File: src/rtl/pipe_elastic_reg.sv
// Elastic valid/ready pipeline register: DEPTH-entry circular buffer
// carrying a WIDTH-bit payload stamped with an ORDER_W-bit commit tag.
//
// Ports:
//   clk, rst               clock, asynchronous active-low reset
//   in_valid/in_ready      upstream handshake, in_data payload
//   out_valid/out_ready    downstream handshake, out_data/out_order head
//   flush, flush_order     synchronous squash, new order counter value
//   count                  current occupancy
module pipe_elastic_reg #(
    parameter int WIDTH   = 32,
    parameter int DEPTH   = 2,
    parameter int ORDER_W = 64
) (
    input  logic                       clk,
    input  logic                       rst,
    input  logic                       in_valid,
    output logic                       in_ready,
    input  logic [WIDTH-1:0]           in_data,
    output logic                       out_valid,
    input  logic                       out_ready,
    output logic [WIDTH-1:0]           out_data,
    output logic [ORDER_W-1:0]         out_order,
    input  logic                       flush,
    input  logic [ORDER_W-1:0]         flush_order,
    output logic [$clog2(DEPTH+1)-1:0] count
);

    localparam int CNT_W = $clog2(DEPTH + 1);
    localparam int PTR_W = (DEPTH > 1) ? $clog2(DEPTH) : 1;
    localparam int ENT_W = WIDTH + ORDER_W;

    localparam logic [PTR_W-1:0] PTR_LAST = PTR_W'(DEPTH - 1);
    localparam logic [CNT_W-1:0] CNT_FULL = CNT_W'(DEPTH);

    logic [ENT_W-1:0]   mem_q [DEPTH];
    logic [PTR_W-1:0]   rd_ptr_q, rd_ptr_d;
    logic [PTR_W-1:0]   wr_ptr_q, wr_ptr_d;
    logic [CNT_W-1:0]   count_q, count_d;
    logic [ORDER_W-1:0] order_q, order_d;
    logic               push;
    logic               pop;

    // Explicit wrap so non power-of-two depths work.
    function automatic logic [PTR_W-1:0] ptr_inc(
        input logic [PTR_W-1:0] p
    );
        return (p == PTR_LAST) ? '0 : p + PTR_W'(1);
    endfunction

    // Ready never looks at out_ready: no combinational path through
    // the stage, at the cost of a full buffer refusing while popping.
    assign in_ready  = (count_q != CNT_FULL) && !flush;
    assign out_valid = (count_q != '0) && !flush;
    assign push      = in_valid && in_ready;
    assign pop       = out_valid && out_ready;
    assign count     = count_q;

    always_comb begin
        rd_ptr_d = rd_ptr_q;
        wr_ptr_d = wr_ptr_q;
        count_d  = count_q;
        order_d  = order_q;
        if (flush) begin
            rd_ptr_d = '0;
            wr_ptr_d = '0;
            count_d  = '0;
            order_d  = flush_order;
        end else begin
            if (push) begin
                wr_ptr_d = ptr_inc(wr_ptr_q);
                order_d  = order_q + ORDER_W'(1);
            end
            if (pop) begin
                rd_ptr_d = ptr_inc(rd_ptr_q);
            end
            unique case ({push, pop})
                2'b10:   count_d = count_q + CNT_W'(1);
                2'b01:   count_d = count_q - CNT_W'(1);
                default: count_d = count_q;
            endcase
        end
    end

    always_ff @(posedge clk or negedge rst) begin
        if (!rst) begin
            rd_ptr_q <= '0;
            wr_ptr_q <= '0;
            count_q  <= '0;
            order_q  <= '0;
        end else begin
            rd_ptr_q <= rd_ptr_d;
            wr_ptr_q <= wr_ptr_d;
            count_q  <= count_d;
            order_q  <= order_d;
        end
    end

    // Payload storage is deliberately left unreset; contents are only
    // meaningful while out_valid is high.
    generate
        if (DEPTH == 1) begin : g_single
            always_ff @(posedge clk) begin
                if (push) begin
                    mem_q[0] <= {in_data, order_q};
                end
            end
            assign {out_data, out_order} = mem_q[0];
        end else begin : g_multi
            always_ff @(posedge clk) begin
                if (push) begin
                    mem_q[wr_ptr_q] <= {in_data, order_q};
                end
            end
            assign {out_data, out_order} = mem_q[rd_ptr_q];
        end
    endgenerate

endmodule

File: config.mk
export PLATFORM = sky130hd
export DESIGN_NAME = pipe_elastic_reg
export DESIGN_NICKNAME = d
export VERILOG_FILES = /design/src/rtl/pipe_elastic_reg.sv
export SDC_FILE = /design/constraint.sdc
export NUM_CORES = 1
export LEC_CHECK = 0
export ABC_AREA = 1
export BUFFER_PORTS_ARGS = -buffer_cell sky130_fd_sc_hd__buf_2
export CAP_MARGIN = 20
export CORE_UTILIZATION = 42
export DETAILED_ROUTE_END_ITERATION = 10
export SYNTH_ARGS = -nofsm -noshare
export SYNTH_HDL_FRONTEND = slang
export SYNTH_SLANG_ARGS = --single-unit
File: constraint.sdc
create_clock -name clk -period 14 [get_ports clk]
set_clock_uncertainty 0.05 [all_clocks]
set_input_delay 2.1 -clock clk [delete_from_list [all_inputs] [get_ports clk]]
set_output_delay 2.1 -clock clk [all_outputs]
set_load 0.01 [all_outputs]
==> results.sh, run 1 <==
export IMPL_status="finished clean"
export IMPL_first_global_vias=7819
export IMPL_fin_area_um2=14000
export IMPL_ys_ff_latch=260
export IMPL_firstDrtPassIters=5
export IMPL_critPathRequiredTime_ns=11.85
export IMPL_ff2ff_path_depth=8
export IMPL_maxSlewHeadroom=0.398
export IMPL_clk_pin_slew_ns=0.06
export IMPL_cp_start_kind="primary input"
export IMPL_post_route_period_util=0.399
export IMPL_cts_sinks=260
export IMPL_synth_xor_area_frac=0.0188
export IMPL_drc=0
export IMPL_finalWirelength_um=28100
export IMPL_hold_violations=0
export IMPL_synth_compound_area_frac=0.0709
export IMPL_hold_depth=0
export IMPL_maxCapViolCount=0
export IMPL_die_w_um=169
export IMPL_antenna_found_initial=0
export IMPL_ctsResizeCount=0
export IMPL_synthSimpleGateAreaFrac=0.155
export IMPL_place_congestion=0.902
export IMPL_slew_viol_final=0
export IMPL_yosys_cell_types_count=30
export IMPL_clock_root_buffer="clkbuf_16"
export IMPL_cts_htree_levels=1
export IMPL_fin_crit_ns=5.59
export IMPL_cts_buffer_depth=3
export IMPL_num_rows=60
export IMPL_via_per_inst=5.05
export IMPL_grt_first_pass_wirelength_um=43600
export IMPL_end_kind="primary output"
export IMPL_drive_gt1_frac=0.303
export IMPL_max_freq_mhz=179
export IMPL_synth_top_family_by_area="simple AND/OR/NAND/NOR gates"
export IMPL_syn_cell_area_um2=11700
export IMPL_cts_tree="yes"
export IMPL_ant_nets=0
export IMPL_grt_max_degree=69
export IMPL_coreArea_um2=27100
export IMPL_crit_type="in2out"
export IMPL_static_leakage_power_nw=5.27
export IMPL_drtIter0Drc=472
export IMPL_grt_ovfl_total=0
export IMPL_clk_insertion_delay_late_ns=0.54
export IMPL_yosysSeqAreaShare=0.640
export IMPL_ir_worst_vdd_v=0.000116
export IMPL_avgSynthCellArea_um2=11.7
export IMPL_finalSetupTns_ns=0
export IMPL_final_nets=1310
export IMPL_numCtsBuffers=27
export IMPL_min_path_type="reg2reg"
export IMPL_synth_fa_ha_area_frac=0.00107
export IMPL_holdPathEnd="mem_q[1][63]"
export IMPL_initial_core_util=0.431
export IMPL_ioPinCount=201
export IMPL_placed_area_um2=13100
export IMPL_hold_start="order_q[63]"
export IMPL_antenna_cells=0
export IMPL_power_density_nw_per_um2=157
export IMPL_netlist_instances=1001
export IMPL_fp_dieArea_um2=28500
export IMPL_cts_setup_buffers=0
export IMPL_timing_rr_start="count[1]"
export IMPL_grtUsageTotal=0.198
export IMPL_arrival_ns=3.44
export IMPL_crit_fanout=38
export IMPL_dpl_hpwl_um=19900
export IMPL_via_count=8084
export IMPL_rsz0062_at_grt="no"
export IMPL_area_growth_pct=19.9
export IMPL_setup_viol=0
export IMPL_synthMuxAreaShare=0.0926
export IMPL_holdBufCountCts=0
export IMPL_avgRoutedWirePerCell_um=17.6
export IMPL_die_y_um=169
export IMPL_portBuffers=200
export IMPL_ys_warn_count=0
export IMPL_worst_pin_slew_ns=0.903
export IMPL_final_util=0.517
export IMPL_reg2reg_to="mem_q[0][35]"
export IMPL_r2r_slack_ns=10.68
export IMPL_syn_nets=1103
[power breakdown]
part           switching [mW]  internal, mW
Combinational           0.233         0.196
Sequential             0.0954         0.944
Clock                   0.295         0.432
[flip-flops by register name (all words and copies together), names as in the netlist]
signal    count
mem_q       192
order_q      64
count         2
rd_ptr_q      1
wr_ptr_q      1
[cell usage in the layout (no fill, tap or decap), types with 2 or more instances in the layout]
master,n
mux2_2,96
o21bai_1,26
dfrtp_1,67
nand2_2,7
inv_6,2
buf_4,9
xnor2_1,13
xor2_1,12
o21ai_1,13
clkinv_1,5
nor2_2,5
o211ai_1,5
buf_2,200
bufinv_16,4
clkinv_2,6
clkbuf_1,3
nand3_1,46
a21oi_1,5
o21ai_0,14
clkbuf_16,27
nand4_1,9
nor2_4,7
a22oi_1,56
edfxtp_1,192
nor2_1,123
inv_1,34
inv_2,2
nand2_1,230
[critical path, cell delays in order]
cell,delay [ns]
buf_2,0.57
buf_4,0.46
a21oi_1,0.11
buf_2,0.17
[stage by stage]
stage | hold WS [ns] | setup WS (ns) | std cells | total power [mW]
3_3_place_gp | 0.461 | 8.40 | 1551 | 1.48
3_5_place_dp | 0.468 | 8.41 | 1551 | 1.49
5_1_grt | 0.499 | 8.28 | 1601 | 2.30
6_report | 0.484 | 8.41 | 1601 | 2.20
4_1_cts | 0.482 | 8.40 | 1601 | 2.22
2_1_floorplan | 0.430 | 6.51 | 1001 | 1.32
[cells in the mapped netlist, drive strengths merged]
cell / instances / area (um^2)
edfxtp: 192 / 5770
buf: 12 / 57.6
nor3: 1 / 16.3
nor2: 136 / 577
mux2: 96 / 1080
nand4: 9 / 56.3
o21bai: 26 / 195
o21ai: 27 / 135
or2: 1 / 6.26
inv: 36 / 135
dfrtp: 68 / 1700
nand2: 238 / 918
xnor2: 13 / 114
a31oi: 1 / 6.26
a22oi: 56 / 420
a21oi: 5 / 25.0
o211ai: 5 / 37.5
xor2: 12 / 105
clkbuf: 19 / 71.3
nand3: 46 / 230
o221ai: 1 / 8.76
ha: 1 / 12.5
[metal layers]
layer / wire, um / vias up / track usage
met2: 12800 / 237 / 0.315
met5: 0 / - / 0
met1: 13400 / 3854 / 0.289
met3: 1550 / 25 / 0.0271
li1: - / 3968 / -
met4: 363 / 0 / 0.0391
[kinds of logic after synthesis]
family / Yosys count
buffers and inverters: 67
muxes: 96
AOI/OAI and AO/OA: 121
DFF: 260
adders and majority gates: 1
and+or+nand+nor: 431
xor gates and xnor gates: 25
[how the worst max path moves through the flow]
stage / cells after the start / start / end / slack [ns]
global route: 4 / flush / out_valid / 8.28
finish: 4 / flush / out_valid / 8.41
floorplan: 5 / flush / mem_q[1][0] / 6.51
CTS: 4 / flush / in_ready / 8.40
global placement: 4 / flush / out_valid / 8.40
detailed placement: 4 / flush / in_ready / 8.41
[cell type report]
| cell class | count | area, um^2 |
|---|---|---|
| fill | 2450 | 13100 |
| clock buffer | 31 | 701 |
| sequential | 260 | 7470 |
| tap | 372 | 465 |
| clock inverter | 19 | 199 |
| timing repair buffer | 209 | 1070 |
| inverter | 36 | 135 |
| multi-input combinational | 674 | 3960 |
No activity file was read; power rests on OpenSTA's default activity.
==> run 2: changes to the inputs <==
--- a/config.mk
+++ b/config.mk
@@ -10,6 +10,7 @@
 export CAP_MARGIN = 20
 export CORE_UTILIZATION = 42
 export DETAILED_ROUTE_END_ITERATION = 10
+export PLACE_DENSITY = 0.65
 export SYNTH_ARGS = -nofsm -noshare
 export SYNTH_HDL_FRONTEND = slang
 export SYNTH_SLANG_ARGS = --single-unit
==> constraint.sdc (replaced) <==
create_clock -name clk -period 4.6 [get_ports clk]
set_clock_uncertainty 0.05 [all_clocks]
set_input_delay 0.69 -clock clk [delete_from_list [all_inputs] [get_ports clk]]
set_output_delay 0.69 -clock clk [all_outputs]
set_load 0.01 [all_outputs]
==> run 2 against run 1 <==
  * First-iteration DRC count rose by 4.7%
  * Combinational power rose to 3.0 times the previous value
  * Final cell count is 0.19% higher
  * Global-route usage grew 0.36 points
  * Non-clock buffer count stayed put
  * Critical path depth is 1 lower
  * Via count rose by 0.95%
  * Sequential power grew to 3.1 times the previous value
==> results.sh, run 2 (same netlist as run 1, synthesis figures left out) <==
export IMPL_fin_crit_ns=3.25
export IMPL_end_kind="primary output"
export IMPL_rsz0062_at_grt="no"
export IMPL_critPathRequiredTime_ns=3.86
export IMPL_grt_first_pass_wirelength_um=44300
export IMPL_hold_violations=0
export IMPL_avgRoutedWirePerCell_um=17.9
export IMPL_fp_dieArea_um2=28500
export IMPL_combPwrFrac=0.194
export IMPL_ant_nets=0
export IMPL_clk_pin_slew_ns=0.07
export IMPL_grtUsageTotal=0.201
export IMPL_finalSetupTns_ns=0
export IMPL_finalNonFillerCells=1604
export IMPL_die_w_um=169
export IMPL_maxCapViolCount=0
export IMPL_cts_buffer_depth=3
export IMPL_max_stage_delay_ns=0.93
export IMPL_first_global_vias=8110
export IMPL_slowest_stage="dfrtp_4"
export IMPL_grt_max_degree=98
export IMPL_static_leakage_power_nw=5.28
export IMPL_post_route_period_util=0.708
export IMPL_max_freq_mhz=307
export IMPL_final_nets=1311
export IMPL_via_per_inst=5.09
export IMPL_power_mw=6.70
export IMPL_power_density_nw_per_um2=478
export IMPL_final_cell_mix="nand2_1, buf_2, edfxtp_1, nor2_1, mux2_2"
export IMPL_pwr_share_clk=0.331
export IMPL_firstDrtPassIters=5
export IMPL_numCtsBuffers=28
export IMPL_largest_reg_flops=192
export IMPL_finalWirelength_um=28700
export IMPL_cts_sinks=260
export IMPL_swShare=0.287
export IMPL_crit_fanout=55
export IMPL_hold_slack_ns=0.128
export IMPL_cts_tree="yes"
export IMPL_min_path_type="in2async"
export IMPL_dp_cells=1551
export IMPL_final_common_cell="nand2_1"
export IMPL_clock_root_buffer="clkbuf_16"
export IMPL_cts_setup_buffers=0
export IMPL_p_int_mw=4.77
export IMPL_portBuffers=200
export IMPL_drc=0
export IMPL_area_growth_pct=20.1
export IMPL_drive_gt1_frac=0.303
export IMPL_crit_type="reg2out"
export IMPL_coreArea_um2=27100
export IMPL_num_rows=60
export IMPL_initial_core_util=0.431
export IMPL_ioPinCount=201
export IMPL_holdBufCountCts=0
export IMPL_cp_start_kind="flop"
export IMPL_cts_htree_levels=1
export IMPL_clk_insertion_delay_late_ns=0.56
export IMPL_die_y_um=169
export IMPL_slew_viol_final=0
export IMPL_arrival_ns=2.51
export IMPL_power_switching_mw=1.93
export IMPL_dpl_hpwl_um=20200
export IMPL_maxSlewHeadroom=0.371
export IMPL_worst_pin_slew_ns=0.944
export IMPL_ir_worst_vdd_v=0.000304
export IMPL_via_count=8161
export IMPL_path_cells="buf_4, mux2_2, buf_2"
export IMPL_antenna_found_initial=1
export IMPL_grt_ovfl_total=0
export IMPL_status="finished clean"
export IMPL_setup_viol=0
export IMPL_ctsResizeCount=0
export IMPL_top_register="mem_q"
export IMPL_drtIter0Drc=494
export IMPL_seq_power_share=0.475
export IMPL_place_congestion=0.908
[run 2: per-stage QoR]
| step | setup WS, ns | util | instance area [um^2] |
|---|---|---|---|
| 6_report | 1.35 | 0.518 | 14000 |
| 5_1_grt | 1.22 | 0.517 | 14000 |
| 4_1_cts | 1.29 | 0.517 | 14000 |
| 3_5_place_dp | 1.37 | 0.484 | 13100 |
| 3_3_place_gp | 1.37 | 0.484 | 13100 |
| 2_1_floorplan | 0.125 | - | 11700 |
[run 2: path summary, 6_finish.rpt]
path                             start             to  slack [ns]  cells past startpoint
min                                rst    order_q[43]        0.13                      1
max in group asynchronous          rst       rd_ptr_q        3.34                      2
min reg2reg                order_q[63]   mem_q[1][63]        0.49                      0
max                           rd_ptr_q  out_order[18]        1.35                      3
max reg2reg                   count[1]   mem_q[1][36]        1.70                      7
min in group clk            in_data[9]   mem_q[1][73]        0.28                      1
[run 2: layout make-up]
type	count	area [um^2]
Tap cell	372	465
Sequential cell	260	7470
Timing Repair Buffer	209	1080
Clock buffer	32	726
Inverter	36	135
Antenna cell	1	2.50
Clock inverter	20	185
Fill cell	2414	13100
Multi-Input combinational cell	674	3960
[run 2: worst max-delay path: cells and delay by family, from the launching register on]
kind / cells / cell delay [ns]
flops: 1 / 0.93
mux: 1 / 0.39
buf+inv: 2 / 0.59
[run 2: power by group through the flow]
stage / logic [mW] / clock network (mW) / registers (mW)
after detailed placement: 1.32 / 0 / 3.23
after global routing: 1.43 / 2.36 / 3.23
after global placement: 1.31 / 0 / 3.21
after floorplan: 0.916 / 0 / 3.08
final: 1.30 / 2.22 / 3.18
after CTS: 1.32 / 2.27 / 3.19
[run 2: per-layer routing]
metal | GRT usage | wire length (um) | vias to the layer above | share of wire
met5 | 0 | 0 | - | 0
met2 | 0.326 | 13400 | 218 | 0.46
met3 | 0.0309 | 1480 | 40 | 0.051
met4 | 0.0518 | 622 | 0 | 0.022
met1 | 0.283 | 13300 | 3933 | 0.46
li1 | - | - | 3970 | -
==> run 3: changes to the inputs <==
--- a/config.mk
+++ b/config.mk
@@ -10,7 +10,6 @@
 export CAP_MARGIN = 20
 export CORE_UTILIZATION = 42
 export DETAILED_ROUTE_END_ITERATION = 10
-export PLACE_DENSITY = 0.65
 export SYNTH_ARGS = -nofsm -noshare
 export SYNTH_HDL_FRONTEND = slang
 export SYNTH_SLANG_ARGS = --single-unit
==> constraint.sdc (replaced) <==
create_clock -name clk -period 3.3 [get_ports clk]
set_clock_uncertainty 0.05 [all_clocks]
set_input_delay 0.495 -clock clk [delete_from_list [all_inputs] [get_ports clk]]
set_output_delay 0.495 -clock clk [all_outputs]
set_load 0.01 [all_outputs]
==> run 3 against run 2 <==
  * Die area is the same
  * Flip-flop and latch count is the same
  * Sequential power grew 37%
  * First-iteration DRC count shrank 0.20%
  * Via count shrank 1.2%
  * Final cell count is the same
  * Hold slack lost 0.022 ns
  * Core utilization grew 0.11 points
  * Sequential share of layout area shrank 0.11 points
  * Non-clock buffer count grew 3
  * Clock-buffer cell count grew 5
  * Critical endpoint is now out_order[53]
==> results.sh, run 3 (same netlist as run 1, synthesis figures left out) <==
export IMPL_max_freq_mhz=381
export IMPL_ir_worst_vdd_v=0.000568
export IMPL_via_count=8062
export IMPL_final_cell_mix="nand2_1, buf_2, edfxtp_1, nor2_1, mux2_2"
export IMPL_grt_ovfl_total=0
export IMPL_path_cells="buf_4, mux2_2, buf_2"
export IMPL_cp_start_kind="flop"
export IMPL_rsz0062_at_grt="no"
export IMPL_fin_area_um2=14100
export IMPL_num_rows=60
export IMPL_maxCapViolCount=0
export IMPL_drc=0
export IMPL_ioPinCount=201
export IMPL_nFillCells=2469
export IMPL_via_per_inst=5.03
export IMPL_antenna_found_initial=0
export IMPL_dpl_hpwl_um=19600
export IMPL_pre_cts_ws_ns=0.840
export IMPL_cts_sinks=260
export IMPL_cts_htree_levels=1
export IMPL_arrival_ns=2.08
export IMPL_coreArea_um2=27100
export IMPL_fin_crit_ns=2.63
export IMPL_clock_root_buffer="clkbuf_16"
export IMPL_cts_tree="yes"
export IMPL_final_nets=1313
export IMPL_post_route_period_util=0.796
export IMPL_area_growth_pct=20.4
export IMPL_largest_reg_flops=192
export IMPL_grtUsageTotal=0.199
export IMPL_initial_core_util=0.431
export IMPL_slew_viol_final=0
export IMPL_crit_buf_inv=2
export IMPL_die_w_um=169
export IMPL_holdBufCountCts=1
export IMPL_finalWirelength_um=28100
export IMPL_maxSlewHeadroom=0.507
export IMPL_crit_family="buffers and inverters"
export IMPL_drive_gt1_frac=0.301
export IMPL_fp_dieArea_um2=28500
export IMPL_power_density_nw_per_um2=659
export IMPL_avgRoutedWirePerCell_um=17.5
export IMPL_crit_fanout=31
export IMPL_clk_insertion_delay_late_ns=0.53
export IMPL_static_leakage_power_nw=5.29
export IMPL_placed_area_um2=13200
export IMPL_die_y_um=169
export IMPL_top_register="mem_q"
export IMPL_first_global_vias=7941
export IMPL_clk_pin_slew_ns=0.06
export IMPL_grt_first_pass_wirelength_um=43700
export IMPL_critPathRequiredTime_ns=2.75
export IMPL_drtIter0Drc=493
export IMPL_ant_nets=0
export IMPL_slowest_stage="dfrtp_4"
export IMPL_final_common_cell="nand2_1"
export IMPL_cts_setup_buffers=0
export IMPL_portBuffers=200
export IMPL_status="finished clean"
export IMPL_place_congestion=0.946
export IMPL_finalSetupTns_ns=0
export IMPL_numCtsBuffers=27
export IMPL_worst_pin_slew_ns=0.739
export IMPL_firstDrtPassIters=5
export IMPL_fin_ws_ns=0.674
export IMPL_setup_viol=0
export IMPL_crit_type="reg2out"
export IMPL_end_kind="primary output"
export IMPL_max_stage_delay_ns=0.54
export IMPL_cts_buffer_depth=3
export IMPL_hold_violations=0
export IMPL_grt_max_degree=98
export IMPL_ctsResizeCount=0
export IMPL_min_path_type="in2reg"
[run 3: path summary, 6_finish.rpt]
| check | startpoint | to | slack [ns] | cells after the start |
|---|---|---|---|---|
| max | rd_ptr_q | out_order[53] | 0.67 | 3 |
| min | in_data[1] | mem_q[0][65] | 0.11 | 1 |
| max reg2reg | count[1] | mem_q[1][86] | 1.17 | 6 |
| min reg2reg | order_q[63] | mem_q[1][63] | 0.50 | 0 |
| max in group asynchronous | rst | order_q[30] | 1.91 | 3 |
| min in group asynchronous | rst | order_q[26] | 0.51 | 2 |
[run 3: layout make-up]
cell class              instances  area [um^2]  share of cell area
diodes                          1         2.50            0.000178
clock buffers                  37          743              0.0529
clock inverters                12          135             0.00961
inverters                      36          135             0.00961
multi-input cells             674         3960               0.282
flip-flops and latches        260         7470               0.532
well taps                     372          465              0.0331
repair buffers                212         1140              0.0814
[run 3: worst register-to-register path, delay by kind of cell, from the launching register on]
family | cells | cell delay (ns)
buf+inv | 3 | 0.56
simple gates | 3 | 0.47
flops | 1 | 0.41
[run 3: power breakdown]
part           total (mW)  switching [mW]  internal, mW
registers            4.36           0.358          4.01
logic                1.89            1.04         0.857
clock network        3.01            1.21          1.80
[run 3: metrics by stage]
stage                     power, mW  hold WS, ns   util  instances
final                          9.26        0.106  0.519       1604
after global routing           9.73       0.0855  0.519       1603
after CTS                      9.39       0.0844  0.519       1603
after detailed placement       6.35        0.488  0.486       1553
after global placement         6.32        0.480  0.486       1553
after floorplan                5.57        0.149      -       1001
[run 3: per-layer routing]
metal,vias up,GRT usage,wire length [um]
li1,3960,-,-
met1,3862,0.282,13200
met2,202,0.322,13000
met3,38,0.0283,1310
met4,0,0.0510,585
met5,-,0,0
